$ cat src/rtl/io_pkg.sv
// rtl/io_pkg.sv - shared IO word/switch widths and default button debounce length
package io_pkg;
  localparam int IO_W             = 32;
  localparam int SW_W             = 18;
  localparam int DEBOUNCE_DEFAULT = 16;
endpackage

$ cat src/rtl/io_debouncer.sv
// rtl/io_debouncer.sv - enter button synchronizer, level debouncer and press pulse
module io_debouncer
  import io_pkg::*;
#(
  parameter int DEBOUNCE_CYCLES = DEBOUNCE_DEFAULT
) (
  input  logic clock,
  input  logic reset,
  input  logic i_btn_n,
  output logic o_press
);
  localparam int CW = (DEBOUNCE_CYCLES > 1) ? $clog2(DEBOUNCE_CYCLES) : 1;
  localparam logic [CW-1:0] CNT_LAST = CW'(DEBOUNCE_CYCLES - 1);
  localparam logic [CW-1:0] CNT_ONE  = CW'(1);

  logic          r_sync1;
  logic          r_sync2;
  logic          r_btn_db;
  logic [CW-1:0] r_cnt;
  logic          w_differs;
  logic          w_accept;

  assign w_differs = (r_sync2 != r_btn_db);
  // the edge that would take the counter to DEBOUNCE_CYCLES is the accept edge
  assign w_accept  = w_differs && (r_cnt == CNT_LAST);
  assign o_press   = w_accept && !r_sync2;

  always_ff @(posedge clock or posedge reset) begin
    if (reset) begin
      r_sync1  <= 1'b1;
      r_sync2  <= 1'b1;
      r_btn_db <= 1'b1;
      r_cnt    <= '0;
    end else begin
      r_sync1 <= i_btn_n;
      r_sync2 <= r_sync1;
      if (!w_differs) begin
        r_cnt <= '0;
      end else if (w_accept) begin
        r_btn_db <= r_sync2;
        r_cnt    <= '0;
      end else begin
        r_cnt <= r_cnt + CNT_ONE;
      end
    end
  end
endmodule

$ cat src/rtl/io_input_fifo.sv
// rtl/io_input_fifo.sv - switch-word input queue filled by debounced enter presses
module io_input_fifo
  import io_pkg::*;
#(
  parameter int DATA_W          = SW_W,
  parameter int DEPTH           = 4,
  parameter int DEBOUNCE_CYCLES = DEBOUNCE_DEFAULT
) (
  input  logic                         clock,
  input  logic                         reset,
  input  logic [DATA_W-1:0]            sw,
  input  logic                         enter_n,
  input  logic                         rd_en,
  output logic [IO_W-1:0]              rd_data,
  output logic                         empty,
  output logic                         full,
  output logic [$clog2(DEPTH+1)-1:0]   count,
  output logic                         overflow
);
  localparam int PW = $clog2(DEPTH);
  localparam int CW = $clog2(DEPTH + 1);
  localparam logic [PW-1:0] PTR_ONE   = PW'(1);
  localparam logic [CW-1:0] CNT_ONE   = CW'(1);
  localparam logic [CW-1:0] CNT_DEPTH = CW'(DEPTH);

  logic [DATA_W-1:0] r_sw_s1;
  logic [DATA_W-1:0] r_sw_s2;
  logic [DATA_W-1:0] r_mem [DEPTH];
  logic [PW-1:0]     r_wr_ptr;
  logic [PW-1:0]     r_rd_ptr;
  logic [CW-1:0]     r_count;
  logic              r_overflow;
  logic              w_press;
  logic              w_pop;
  logic              w_push;

  io_debouncer #(
    .DEBOUNCE_CYCLES (DEBOUNCE_CYCLES)
  ) u_debouncer (
    .clock   (clock),
    .reset   (reset),
    .i_btn_n (enter_n),
    .o_press (w_press)
  );

  assign empty    = (r_count == '0);
  assign full     = (r_count == CNT_DEPTH);
  assign count    = r_count;
  assign overflow = r_overflow;
  assign rd_data  = empty ? '0 : IO_W'(r_mem[r_rd_ptr]);

  assign w_pop  = rd_en && !empty;
  // a pop at the same edge frees the slot, so a full queue can still accept
  assign w_push = w_press && (!full || w_pop);

  always_ff @(posedge clock) begin
    if (w_push) begin
      r_mem[r_wr_ptr] <= r_sw_s2;
    end
  end

  always_ff @(posedge clock or posedge reset) begin
    if (reset) begin
      r_sw_s1    <= '0;
      r_sw_s2    <= '0;
      r_wr_ptr   <= '0;
      r_rd_ptr   <= '0;
      r_count    <= '0;
      r_overflow <= 1'b0;
    end else begin
      r_sw_s1 <= sw;
      r_sw_s2 <= r_sw_s1;
      if (w_push) begin
        r_wr_ptr <= r_wr_ptr + PTR_ONE;
      end
      if (w_pop) begin
        r_rd_ptr <= r_rd_ptr + PTR_ONE;
      end
      if (w_push && !w_pop) begin
        r_count <= r_count + CNT_ONE;
      end else if (w_pop && !w_push) begin
        r_count <= r_count - CNT_ONE;
      end
      if (w_press && !w_push) begin
        r_overflow <= 1'b1;
      end
    end
  end
endmodule
$ cat config.mk
export PLATFORM = sky130hd
export DESIGN_NAME = io_input_fifo
export DESIGN_NICKNAME = d
export VERILOG_FILES = /design/src/rtl/io_pkg.sv /design/src/rtl/io_debouncer.sv /design/src/rtl/io_input_fifo.sv
export SDC_FILE = /design/constraint.sdc
export NUM_CORES = 1
export LEC_CHECK = 0
export BUFFER_PORTS_ARGS = -buffer_cell sky130_fd_sc_hd__buf_2
export CAP_MARGIN = 20
export CORE_MARGIN = 1.5
export CORE_UTILIZATION = 64
export CTS_BUF_LIST = sky130_fd_sc_hd__clkbuf_2 sky130_fd_sc_hd__clkbuf_4 sky130_fd_sc_hd__clkbuf_8
export DETAILED_ROUTE_END_ITERATION = 10
export GPL_ROUTABILITY_DRIVEN = 1
export PLACE_DENSITY = 0.87
export SLEW_MARGIN = 20
export SYNTH_ARGS = -nofsm -noshare
export SYNTH_HDL_FRONTEND = slang
export SYNTH_SLANG_ARGS = --single-unit
$ cat constraint.sdc
create_clock -name clock -period 3.92 [get_ports clock]
set_clock_uncertainty 0.2 [all_clocks]
set_input_delay 0.392 -clock clock [delete_from_list [all_inputs] [get_ports clock]]
set_output_delay 0.392 -clock clock [all_outputs]
set_load 0.05 [all_outputs]
# After elaboration in Yosys (flattened, before gate mapping)
# Memory sizes are Yosys's and may differ from the RTL's.
# Cells that the tools add are included.
# classes
mux	7
addsub	5
reduce_logical	16
eq_ne	3
# op_table
operator	n
18-bit two-way mux	1
4-bit two-way mux	2
1-bit logical AND	7
3-bit two-way mux	2
1-bit logical NOT	5
2-bit by 1-bit adder with 2-bit output (second input constant)	2
4-bit by 1-bit adder with 4-bit output (second input constant)	1
4-bit == test (second input constant)	1
3-bit by 1-bit adder with 3-bit output (second input constant)	1
3-bit == test (second input constant)	1
3-bit logical NOT	1
3-bit by 1-bit subtractor with 3-bit output (second input constant)	1
1-bit two-way mux	2
2-bit AND reduction	1
2-bit nonzero test	1
1-bit logical OR	1
1-bit != test	1
# word_totals
ff_bits	51
wordCells	42
ram_bits	72
memories	1
# memory_table
memory	depth	width	read_ports	rd_ports_with_merged_regs	wr	line	rtl
r_mem	4	18	1	0	1	io_input_fifo.sv:28	logic [DATA_W-1:0] r_mem [DEPTH];

# Depth between registers and ports, before layout
# depth
depth_word	9
mapped_depth	9

# Hierarchy
# A second synthesis with hierarchy kept.
# unflattened
hier_cells	224
hier_area_um2	4521.8
# modules_own_cells
module	area_each_um2	cells_each	seq_area_each_um2	instances
io_input_fifo	4235.3	204	3263.1	1
io_debouncer	286.5	20	178.9	1

# Worst setup path before layout
# OpenSTA, ideal clock, no wires.
# synth_timing
kind	register -> output
from	register r_count[0] (netlist: count[0])
to	output rd_data[10]
n_path_buf	1
stages_incl_launch_ff	4
path_slack_ns	1.216
t_required_ns	3.328
t_arrival_ns	2.112
cell_sequence	dfrtp_1 nor3_1 clkbuf_1 nor2b_1
# synth_via
elab_chain_cells	2
# synth_lines
item	line	rtl
from (decl)	io_input_fifo.sv:31	logic [CW-1:0] r_count;
from (signal assigned)	io_input_fifo.sv:80	r_count <= r_count + CNT_ONE;
from (signal assigned)	io_input_fifo.sv:82	r_count <= r_count - CNT_ONE;
3-bit logical NOT	io_input_fifo.sv:46	assign empty = (r_count == '0);
named net empty	io_input_fifo.sv:15	output logic empty,
18-bit two-way mux	io_input_fifo.sv:50	assign rd_data = empty ? '0 : IO_W'(r_mem[r_rd_ptr]);
to (decl)	io_input_fifo.sv:14	output logic [IO_W-1:0] rd_data,
# The timed path passes the listed nets, and every way through them passes these cells.

# Final worst setup path
# layout_timing
from	register r_rd_ptr[0]
to	output rd_data[1]
# layout_via
elab_chain_cells	2
# layout_lines
item	line	rtl
from (decl)	io_input_fifo.sv:30	logic [PW-1:0] r_rd_ptr;
from (signal assigned)	io_input_fifo.sv:77	r_rd_ptr <= r_rd_ptr + PTR_ONE;
memory 4 x 18 bit	n/a	
18-bit two-way mux	io_input_fifo.sv:50	
# No other way between the ends.

==> qor.csv <==
stage,metric,value,unit
run_status,outcome,"finished, final reports clean",
yosys,Commonest cells post-synth,"edfxtp_1 (72), dfrtp_1 (48), nor2b_1 (19)",
clock_network,H-tree depth,4,
setup_path,Top delay family on crit path,flip-flops,
yosys,ys async rst share,0.415,
finish,fill count,359,
timing,setup violators final,0,
routing,TritonRoute pass-1 iters,7,
yosys,top_reg_cell synth,edfxtp_1,
floorplanning,Core Region,6790,um2
yosys,Post-synth EDFFs,72,
yosys,Yosys top cell by area,edfxtp_1,
clock_network,hold_buf cts,19,
setup_path,Reg2Reg Depth,9,
timing,Final Hold Viols,0,
setup_path,CP startpoint kind,flip-flop,
yosys,syn avg cell area,20.2,um2
setup_path,origin of the worst setup path,r_rd_ptr[0],
finish,cell area after layout,5350,um2
setup_path,"Max FO, Critical Path",13,
clock_network,"Setup Fix Bufs, Post-CTS",0,
timing,"Slew Viols, Final",0,
setup_path,CP Data Required Time,3.33,ns
setup_path,"Slowest-stage cell, CP",dfrtp_1,
yosys,sequential-to-total area share from yosys stat,0.765,
timing,Final Cycle Share,0.749,
floorplanning,Initial Util,0.662,
setup_path,worst path cell trace,buf_4 > mux4_2 > nor2b_1 > buf_2,
grt,grt total ovfl,0,
yosys,Yosys reg bits,123,
setup_path,Worst Setup EP,rd_data[1],
finish,area of the multi-input gates,955,um2
routing,vias,2136,
floorplanning,Top Ports,60,
place,Port Buffers,45,
grt,global-route usage over all layers,0.228,
run,max cap viols,0,
timing,setup tns final,0,ns
floorplanning,row count,30,
setup_path,Worst path depth,4,
yosys,most numerous cell in the Yosys netlist,edfxtp_1,
routing,drt total wl,7490,um
setup_path,Crit Reg-Reg Endpoint,count[2],
finish,FF+latch area,3440,um2
hold_path,worst hold path type,in2reg,
place,DP Wirelength,4000,um
finish,share of layout cells above drive strength 1,0.349,
yosys,synth unique cells,28,
clock_network,clock buffer count from CTS,17,
floorplanning,Die Ht,86.8,um
setup_path,crit path DAT,2.34,ns
floorplanning,die area,7540,um2
routing,Remaining DRCs,0,
grt,global-route wire length before repair,11800,um
yosys,"Cell Area, Synth",4500,um2
routing,Vias/cell,5.20,
grt,initial antenna violation count,0,
yosys,ranking of synthesized cells by area,"edfxtp_1 (48%), dfrtp_1 (27%), mux4_2 (9.0%)",
clock_network,clock buffer depth,2,
setup_path,crit end category,output pin,
yosys,Syn. warnings,0,
place,DP Area,4770,um2
grt,number of global-route vias before repair,2241,
timing,Hold Slack,0.139,ns
routing,Routed Antenna Nets,0,
routing,wire per inst,18.2,um
yosys,top cell type's share of synthesized area,0.481,
finish,Final Net Count,331,
floorplanning,die extent in x,86.8,um
timing,worst relative slew slack,0.414,
power,Power Dens Cells,703,nW/um2
clock_network,Clock transition at path regs,0.07,ns
clock_network,post-cts resize count,0,
hold_path,worst hold start,rd_en,
clock_network,clock sink count,123,
clock_network,clock root buffer,clkbuf_8,
timing,RSZ-0062 raised after global routing,no,
clock_network,Clock Latency Late Sink,0.43,ns
yosys,Cells after Synth,223,
setup_path,R2R setup slack,1.36,ns
place,RePlAce Congestion,0.737,
timing,post-layout min period,2.94,ns
setup_path,WS Path Type,reg2out,
setup_path,Crit path buffers/inverters,2,
finish,Inserted Diodes,0,
setup_path,Crit path largest cell delay,0.63,ns
grt,largest net degree at the start of global routing,52,
clock_network,CTS tree,yes,
power,Lkg Pwr,2.08,nW
timing,FMAX,341,MHz
finish,synthesis-to-finish area growth,18.9,%
timing,Slew @ Worst Pin,0.878,ns
routing,drt first-iter violations,119,
power,peak supply drop,0.375,mV
setup_path,Critical R2R Launch,u_debouncer.r_cnt[0],
-- worst min-delay path by stage --
stage	to	slack, ns	depth (start not counted)
CTS	r_sw_s2[4]	0.05	2
floorplan	r_sw_s2[0]	0.13	0
global route	r_rd_ptr[1]	0.13	3
detailed placement	r_sw_s2[14]	0.13	0
finish	r_rd_ptr[1]	0.14	3
global placement	r_sw_s2[12]	0.13	0
-- flip-flops by register name, summed over array words and instances (netlist names) --
name	flops
r_sw_s1	18
count	3
u_debouncer.r_sync1	1
r_wr_ptr	2
u_debouncer.r_cnt	4
u_debouncer.r_btn_db	1
r_rd_ptr	2
r_mem	72
overflow	1
r_sw_s2	18
u_debouncer.r_sync2	1
-- layout make-up --
type                       instances  share of cell area
timing repair buffer              67              0.0823
clock inverter                    13              0.0236
clock buffer                      19              0.0465
multi-input combinational         89               0.178
tap                               96              0.0225
sequential                       123               0.644
inverter                           4             0.00304
-- cells in the final DEF, fill, tap and decap left out --
cell           netlist  final
bufinv_16            0      2
inv_1                4      3
clkinv_1             0      2
dfstp_2              3      3
dlygate4sd3_1        0     20
nor2_1               3      3
mux2_2               2      2
buf_2                2     45
nand3_4              1      1
clkinvlp_4           0      4
xnor2_1              6      6
a21o_1               2      2
nor4b_4              1      1
nand2b_1             2      2
nand3b_1             1      1
mux4_2              18     18
clkbuf_4             0      2
fa_1                 1      1
conb_1               1     14
clkinv_2             0      5
and2_2               4      4
dfrtp_1             48     48
mux2_4               1      1
xor2_1               2      2
a31oi_1              1      1
nor2b_1             19     19
a311oi_1             2      2
ha_1                 6      6
nor3b_1              1      1
clkbuf_8             0     17
edfxtp_1            72     72
nor3_4               1      1
nor3_2               0      1
buf_4               17      2
inv_6                0      1
-- tightest hold or removal path: cells and delay by family --
family                    cells  cell delay, ns
buffers and inverters         1            0.14
and+or+nand+nor               1            0.11
xor gates and xnor gates      1            0.08
-- through the flow --
step	instances	setup slack, ns	power, mW	utilization
finish	411	0.984	3.76	0.787
floorplan	236	1.22	2.50	-
global placement	359	1.41	2.70	0.702
global route	411	0.852	3.90	0.787
CTS	410	0.930	3.76	0.786
detailed placement	359	1.37	2.71	0.702
-- cells by family (layout without fill, tap and decap cells) --
kind of cell | Yosys count | after routing | share of synthesized area
muxes | 21 | 21 | 0.0984
adders and majority gates | 7 | 7 | 0.0211
buffers and inverters | 24 | 103 | 0.0348
and+or+nand+nor | 34 | 34 | 0.0556
DFF | 123 | 123 | 0.765
xor gates and xnor gates | 8 | 8 | 0.0156
other | 1 | 14 | 0.000833
AOI/OAI and AO/OA | 5 | 5 | 0.00862
-- report_power, final --
part	total [mW]	internal (mW)	leakage (nW)	switching (mW)
Combinational	1.16	0.388	0.648	0.773
Clock	1.06	0.570	0.184	0.486
Sequential	1.54	1.42	1.25	0.120
-- routing by layer --
layer	wire, um	global-route usage	vias up
li1	-	-	960
met4	128	0.119	0
met2	3790	0.345	74
met1	3240	0.296	1089
met3	339	0.0819	13
met5	0	0	-
Power figures use the tool's default switching activity.
